$ cat src/rtl/core_muldiv_seq.sv
// Multi-cycle unsigned MUL/MULHU/DIVU/REMU sequencer that borrows the shared core ALU.
// One ALU operation per RUN cycle: shift-add multiply, restoring divide, XLEN iterations.
module core_muldiv_seq #(
  parameter int                  XLEN     = 32,
  parameter int                  ALU_OP_W = 4,
  parameter logic [ALU_OP_W-1:0] ADD_ALU  = 4'd0,
  parameter logic [ALU_OP_W-1:0] SUB_ALU  = 4'd1
) (
  input  logic                clk,
  input  logic                rst,
  input  logic                req_valid,
  output logic                req_ready,
  input  logic [1:0]          req_op,
  input  logic [XLEN-1:0]     req_a,
  input  logic [XLEN-1:0]     req_b,
  input  logic                kill,
  output logic                resp_valid,
  input  logic                resp_ready,
  output logic [XLEN-1:0]     resp_data,
  output logic                busy,
  output logic [ALU_OP_W-1:0] alu_op,
  output logic [XLEN-1:0]     alu_src1,
  output logic [XLEN-1:0]     alu_src2,
  input  logic [XLEN-1:0]     alu_result
);

  localparam int CW = $clog2(XLEN);

  typedef enum logic [1:0] {S_IDLE, S_RUN, S_DONE} state_t;

  state_t          state_q, state_d;
  logic [XLEN-1:0] hi_q, hi_d, lo_q, lo_d, opnd_q, opnd_d;
  logic [XLEN-1:0] resp_data_q, resp_data_d;
  logic [CW-1:0]   cnt_q, cnt_d;
  logic [1:0]      op_q, op_d;

  logic            accept, div0, take, carry;
  logic [XLEN-1:0] sh, hi_n, lo_n;

  // Handshake: a request moves on an edge where req_valid & req_ready; a
  // response is consumed on an edge where resp_valid & resp_ready.
  assign req_ready  = (state_q == S_IDLE) & ~kill & ~rst;
  assign resp_valid = (state_q == S_DONE);
  assign busy       = (state_q != S_IDLE);
  assign resp_data  = resp_data_q;

  assign accept = req_valid & req_ready;
  assign div0   = req_op[1] & (req_b == '0);

  // Divide step: shifted partial remainder; the dropped msb forces a subtract.
  assign sh    = {hi_q[XLEN-2:0], lo_q[XLEN-1]};
  assign take  = hi_q[XLEN-1] | (sh >= opnd_q);
  assign carry = (alu_result < hi_q);

  always_comb begin
    state_d     = state_q;
    hi_d        = hi_q;
    lo_d        = lo_q;
    opnd_d      = opnd_q;
    cnt_d       = cnt_q;
    op_d        = op_q;
    resp_data_d = resp_data_q;
    alu_op      = ADD_ALU;
    alu_src1    = '0;
    alu_src2    = '0;
    hi_n        = hi_q;
    lo_n        = lo_q;

    case (state_q)
      S_IDLE: begin
        if (accept) begin
          hi_d   = '0;
          lo_d   = req_a;
          opnd_d = req_b;
          op_d   = req_op;
          cnt_d  = CW'(XLEN - 1);
          if (div0) begin
            state_d     = S_DONE;
            resp_data_d = req_op[0] ? req_a : '1;
          end else begin
            state_d = S_RUN;
          end
        end
      end
      S_RUN: begin
        if (op_q[1]) begin
          alu_op   = SUB_ALU;
          alu_src1 = sh;
          alu_src2 = opnd_q;
          hi_n     = take ? alu_result : sh;
          lo_n     = {lo_q[XLEN-2:0], take};
        end else begin
          alu_op       = ADD_ALU;
          alu_src1     = hi_q;
          alu_src2     = lo_q[0] ? opnd_q : '0;
          {hi_n, lo_n} = {carry, alu_result, lo_q[XLEN-1:1]};
        end
        hi_d  = hi_n;
        lo_d  = lo_n;
        cnt_d = cnt_q - 1'b1;
        if (cnt_q == '0) begin
          state_d     = S_DONE;
          resp_data_d = op_q[0] ? hi_n : lo_n;
        end
      end
      S_DONE: begin
        if (resp_ready) state_d = S_IDLE;
      end
      default: state_d = S_IDLE;
    endcase

    if (kill) state_d = S_IDLE;
  end

  always_ff @(posedge clk or posedge rst) begin
    if (rst) begin
      state_q     <= S_IDLE;
      hi_q        <= '0;
      lo_q        <= '0;
      opnd_q      <= '0;
      cnt_q       <= '0;
      op_q        <= '0;
      resp_data_q <= '0;
    end else begin
      state_q     <= state_d;
      hi_q        <= hi_d;
      lo_q        <= lo_d;
      opnd_q      <= opnd_d;
      cnt_q       <= cnt_d;
      op_q        <= op_d;
      resp_data_q <= resp_data_d;
    end
  end

endmodule

$ cat config.mk
export PLATFORM = sky130hd
export DESIGN_NAME = core_muldiv_seq
export DESIGN_NICKNAME = d
export VERILOG_FILES = /design/src/rtl/core_muldiv_seq.sv
export SDC_FILE = /design/constraint.sdc
export NUM_CORES = 1
export LEC_CHECK = 0
export ABC_AREA = 1
export BUFFER_PORTS_ARGS = -buffer_cell sky130_fd_sc_hd__buf_4
export CAP_MARGIN = 30
export CORE_MARGIN = 5
export CORE_UTILIZATION = 50
export DETAILED_ROUTE_END_ITERATION = 6
export PLACE_DENSITY = 0.74
export REMOVE_ABC_BUFFERS = 1
export SLEW_MARGIN = 15
export SYNTH_ARGS = -nofsm -noshare
export SYNTH_HDL_FRONTEND = slang
export SYNTH_SLANG_ARGS = --single-unit
$ cat constraint.sdc
create_clock -name clk -period 5.5 [get_ports clk]
set_clock_uncertainty 0.05 [all_clocks]
set_input_delay 0.825 -clock clk [delete_from_list [all_inputs] [get_ports clk]]
set_output_delay 0.825 -clock clk [all_outputs]
set_load 0.02 [all_outputs]
# After elaboration in Yosys (flattened, before gate mapping)
# Cells that the tools add are included.
# totals
memories,0
ram_bits,0
rom_bits,0
latchBits,0
inputBits,103
output_inout_bits,103
reg_bits,137
word_cells,62
# op_classes
shift,0
multipliers,0
mux,28
n_eq_ne,8
div,0
n_lt_le_gt_ge,2
bitwise,7
reduce_logical,9
n_addsub,1
# ops
op,n
32-bit two-way mux,15
32-bit one-hot mux with 2 select lines,3
32-bit greater-or-equal comparator,1
32-bit logical NOT,1
32-bit < comparator,1
2-bit two-way mux,5
5-bit one-hot mux with 2 select lines,1
2-bit != test (second input constant),3
3-bit != test (second input constant),2
2-bit one-hot mux with 3 select lines,1
5-bit logical NOT,1
5-bit two-way mux,1
5-bit by 1-bit subtractor with 5-bit output (second input constant),1
1-bit bitwise AND,4
2-bit AND reduction,2
4-bit AND reduction,1
2-bit nonzero test,2
3-bit by 2-bit != test with 1-bit output (second input constant),1
3-bit AND reduction,1
2-bit by 1-bit == test with 1-bit output (second input constant),1
2-bit == test (second input constant),1
2-bit logical NOT,1
1-bit two-way mux,2
1-bit NOT,2
1-bit OR,1

# Depth between registers and ports, before layout
# logic_depth
word_depth,7
depth_mapped,20
depth_no_buf,19

# Worst setup path before layout
# Ideal clock, no wire load.
# synth_timing
kind,register to output
from,reg state_q[1]
to,out alu_src2[23]
t_required_ps,4625
path_buffers,3
stages_incl_launch_ff,7
arrival_ps,1787
slack_ps,2838
path_cell_list,dfrtp_1 > nor2_2 > inv_1 > clkbuf_1 > clkbuf_1 > buf_1 > nor3_1
# synth_via
elab_chain_cells,2
# synth_lines
item,line,text
"start, declared",31,"state_t state_q, state_d;"
"start signal, assigned",125,state_q <= state_d;
2-bit by 1-bit == test with 1-bit output,69,case (state_q)
32-bit two-way mux,69,
"end, declared",23,"output logic [XLEN-1:0] alu_src2,"
# Every way passes these cells.

# Worst setup path in the final report
# layout_timing
from,reg op_q[1]
to,out alu_src2[0]
# layout_via
elab_chain_cells,2
# layout_lines
item,line,text
"start, declared",35,"logic [1:0] op_q, op_d;"
"start signal, assigned",130,op_q <= op_d;
32-bit two-way mux,86,if (op_q[1]) begin
32-bit two-way mux,69,
# Every way passes these cells.

==> impl_metrics.json <==
{
  "outcome": "finished, final reports clean",
  "antenna_cells": 0,
  "critPathCapture": "alu_src2[0]",
  "synth-compound-area-share_pct": 16.96,
  "overflow": 0,
  "maxClockFrequency_ghz": 0.2843,
  "crit_start": "op_q[1]",
  "worstReg2RegStart": "hi_q[28]",
  "start_util_pct": 50.34,
  "holdCritPathClass": "input port to async pin",
  "grt_pass1_wl_um": 50510,
  "avgSynthCellArea_um2": 6.590,
  "syn_area_mm2": 0.009701,
  "synth_xor_xnor_area_share_pct": 0.09029,
  "max_cap_viol_count": 0,
  "pre_cts_ws_ns": 2.108,
  "final_common_cell": "nand2_1",
  "row_count": 51,
  "reg2reg_depth": 13,
  "firstDrtPassIters": 5,
  "setup_viol": 0,
  "die-area_mm2": 0.02229,
  "yosysSeqAreaShare_pct": 35.34,
  "yosysUniqueCellTypes": 35,
  "drtIter0Drc": 869,
  "antenna_left": 0,
  "clock-sinks": 137,
  "netlist_instances": 1472,
  "p_total_mw": 7.019,
  "synth_area_leaders": "dfrtp_1 (35%), nand2_1 (17%), ha_1 (8.4%)",
  "clock_latency_ns": 0.43,
  "worstPathArrival_ns": 2.64,
  "via_count": 10288,
  "dieHeight_um": 149.3,
  "antenna_found_initial": 0,
  "synthToLayoutAreaGrowth_pct": 23.84,
  "drv_slew": 0,
  "finalCritPeriodShare_pct": 63.96,
  "yosys_warnings": 0,
  "synth_top_area_cell": "dfrtp_1",
  "synth-seq-cells": 137,
  "cts.reportedPaths.clkPinSlew_ns": 0.06,
  "cts_made_buffers": 17,
  "p_per_area_mw_per_mm2": 584.3,
  "postCtsSetupBuffers": 0,
  "worstPathMaxFanout": 83,
  "rsz0062_at_grt": "no",
  "avgRoutedWirePerCell_um": 16.50,
  "synthMuxAreaShare_pct": 0.1161,
  "wl_um": 31380,
  "ios": 206,
  "fin_area_mm2": 0.01201,
  "via_per_inst": 5.409,
  "fin_crit_ns": 3.518,
  "post-synth-top-area-fraction_pct": 35.34,
  "first_global_vias": 10046,
  "final_cell_mix": "nand2_1 (433), buf_4 (212), inv_1 (195), a21oi_1 (145), dfrtp_1 (135)",
  "layout.nets": 1792,
  "drive_above_1_share_pct": 16.13,
  "grt_max_degree": 102,
  "relSlewSlack_pct": 35.90,
  "cp-start-kind": "flip-flop",
  "p_leak_nw": 6.483,
  "finalWorstSetupSlack_ns": 1.982,
  "synth-simple-area-share_pct": 27.55,
  "core_mm2": 0.01927,
  "fp.dieW_um": 149.3,
  "synth_top_family_by_area": "simple AND/OR/NAND/NOR gates",
  "holdBufCountCts": 0,
  "dp_hpwl_um": 21060,
  "fin_hold_ws_ns": 0.3758,
  "placed_cell_area_mm2": 0.01133,
  "io_buffers": 202,
  "critPathCaptureType": "primary output",
  "drc": 0,
  "reg2reg_slack_ns": 2.57,
  "gp_congestion": 0.8800,
  "clockBufferDepth": 2,
  "ctsResizeCount": 0,
  "tightest_slew_ns": 0.9615,
  "cp_data_required_time_ns": 4.62,
  "ir_worst_vdd_uv": 312.4,
  "synth-adder-area-share_pct": 8.384,
  "cts-root-buf": "clkbuf_16",
  "critical_path_class": "flip-flop to primary output",
  "cts_tree": "done",
  "htree_levels": 4,
  "grtUsageTotal_pct": 28.24,
  "hold_violations": 0,
  "r2r_end": "resp_data[28]",
  "n_fill_cell": 1856
}
layer usage:
metal | up-vias | global-route usage, % | wire [um]
met5 | - | 0 | 0
met2 | 460 | 45.69 | 14560
li1 | 5025 | - | -
met1 | 4729 | 38.12 | 13510
met3 | 74 | 4.771 | 2373
met4 | 0 | 10.71 | 943
where the power goes:
group          switching (mW)  internal [mW]  total (mW)
Combinational            2.60           1.34        3.93
Sequential              0.357           1.47        1.83
Clock                   0.451          0.805        1.26
Total                    3.41           3.61        7.02
cell type report:
cell class                      count  area (um2)  share of cell area (%)
Inverter                          201       762.0                   6.343
Sequential cell                   137        3431                   28.56
Clock inverter                      8       140.1                   1.167
Tap cell                          265       331.6                   2.760
Clock buffer                       24       491.7                   4.093
Multi-Input combinational cell   1051        5170                   43.04
Timing Repair Buffer              216        1687                   14.04
registers in the layout, summed over array words and instances, names as in the netlist:
| register | count |
|---|---|
| cnt_q | 5 |
| hi_q | 32 |
| lo_q | 32 |
| resp_data | 32 |
| state_q | 2 |
| opnd_q | 32 |
| op_q | 2 |
metrics by stage:
| step | TNS (ns) | utilization (%) | instances |
|---|---|---|---|
| after CTS | 0 | 62.09 | 1900 |
| after global routing | 0 | 62.34 | 1902 |
| after global placement | 0 | 58.56 | 1866 |
| final | 0 | 62.34 | 1902 |
| after floorplan | -22.02 | - | 1389 |
| after detailed placement | 0 | 58.81 | 1868 |
logic make-up after synthesis:
| family | after synthesis |
|---|---|
| simple gates | 666 |
| compound gates | 315 |
| buf+inv | 286 |
| flops | 137 |
| fa+ha+maj | 65 |
| other cells | 1 |
| xor+xnor | 1 |
| mux | 1 |
worst min path at each step:
| stage | from | end | slack [ns] | cells past startpoint |
|---|---|---|---|---|
| floorplan | cnt_q[4] | cnt_q[4] | 0.42 | 2 |
| global placement | cnt_q[4] | cnt_q[4] | 0.44 | 2 |
| detailed placement | cnt_q[4] | cnt_q[4] | 0.45 | 2 |
| CTS | cnt_q[4] | cnt_q[4] | 0.47 | 2 |
| global route | rst | opnd_q[2] | 0.40 | 2 |
| finish | rst | opnd_q[2] | 0.38 | 2 |
worst max-delay path, cell delays in order, from the launching register on:
cell and delay [ns]:
dfrtp_2 0.40, buf_4 0.40, nor2_2 0.69, buf_4 0.40, nor2_1 0.13, buf_4 0.18
cells in the mapped netlist:
library cell / number
o211ai_1: 2
buf_1: 9
nand3_1: 45
nor4_1: 10
conb_1: 1
a211o_1: 1
o31ai_1: 2
nand4_1: 6
o21ai_0: 127
dfrtp_1: 137
nand2_1: 433
o22ai_1: 17
a31oi_1: 16
clkbuf_1: 62
xnor2_1: 1
buf_2: 8
nor2_2: 2
a21oi_1: 145
inv_2: 4
nor3_4: 1
a21oi_2: 1
a211oi_1: 1
ha_1: 65
mux2_2: 1
nand2_2: 5
inv_1: 197
a22oi_1: 1
o21a_1: 1
nor3b_1: 1
buf_6: 3
a21o_1: 1
nor3_1: 32
buf_4: 3
nor2_1: 130
and3_1: 1
Note: power is estimated with default switching activity, not from simulation.
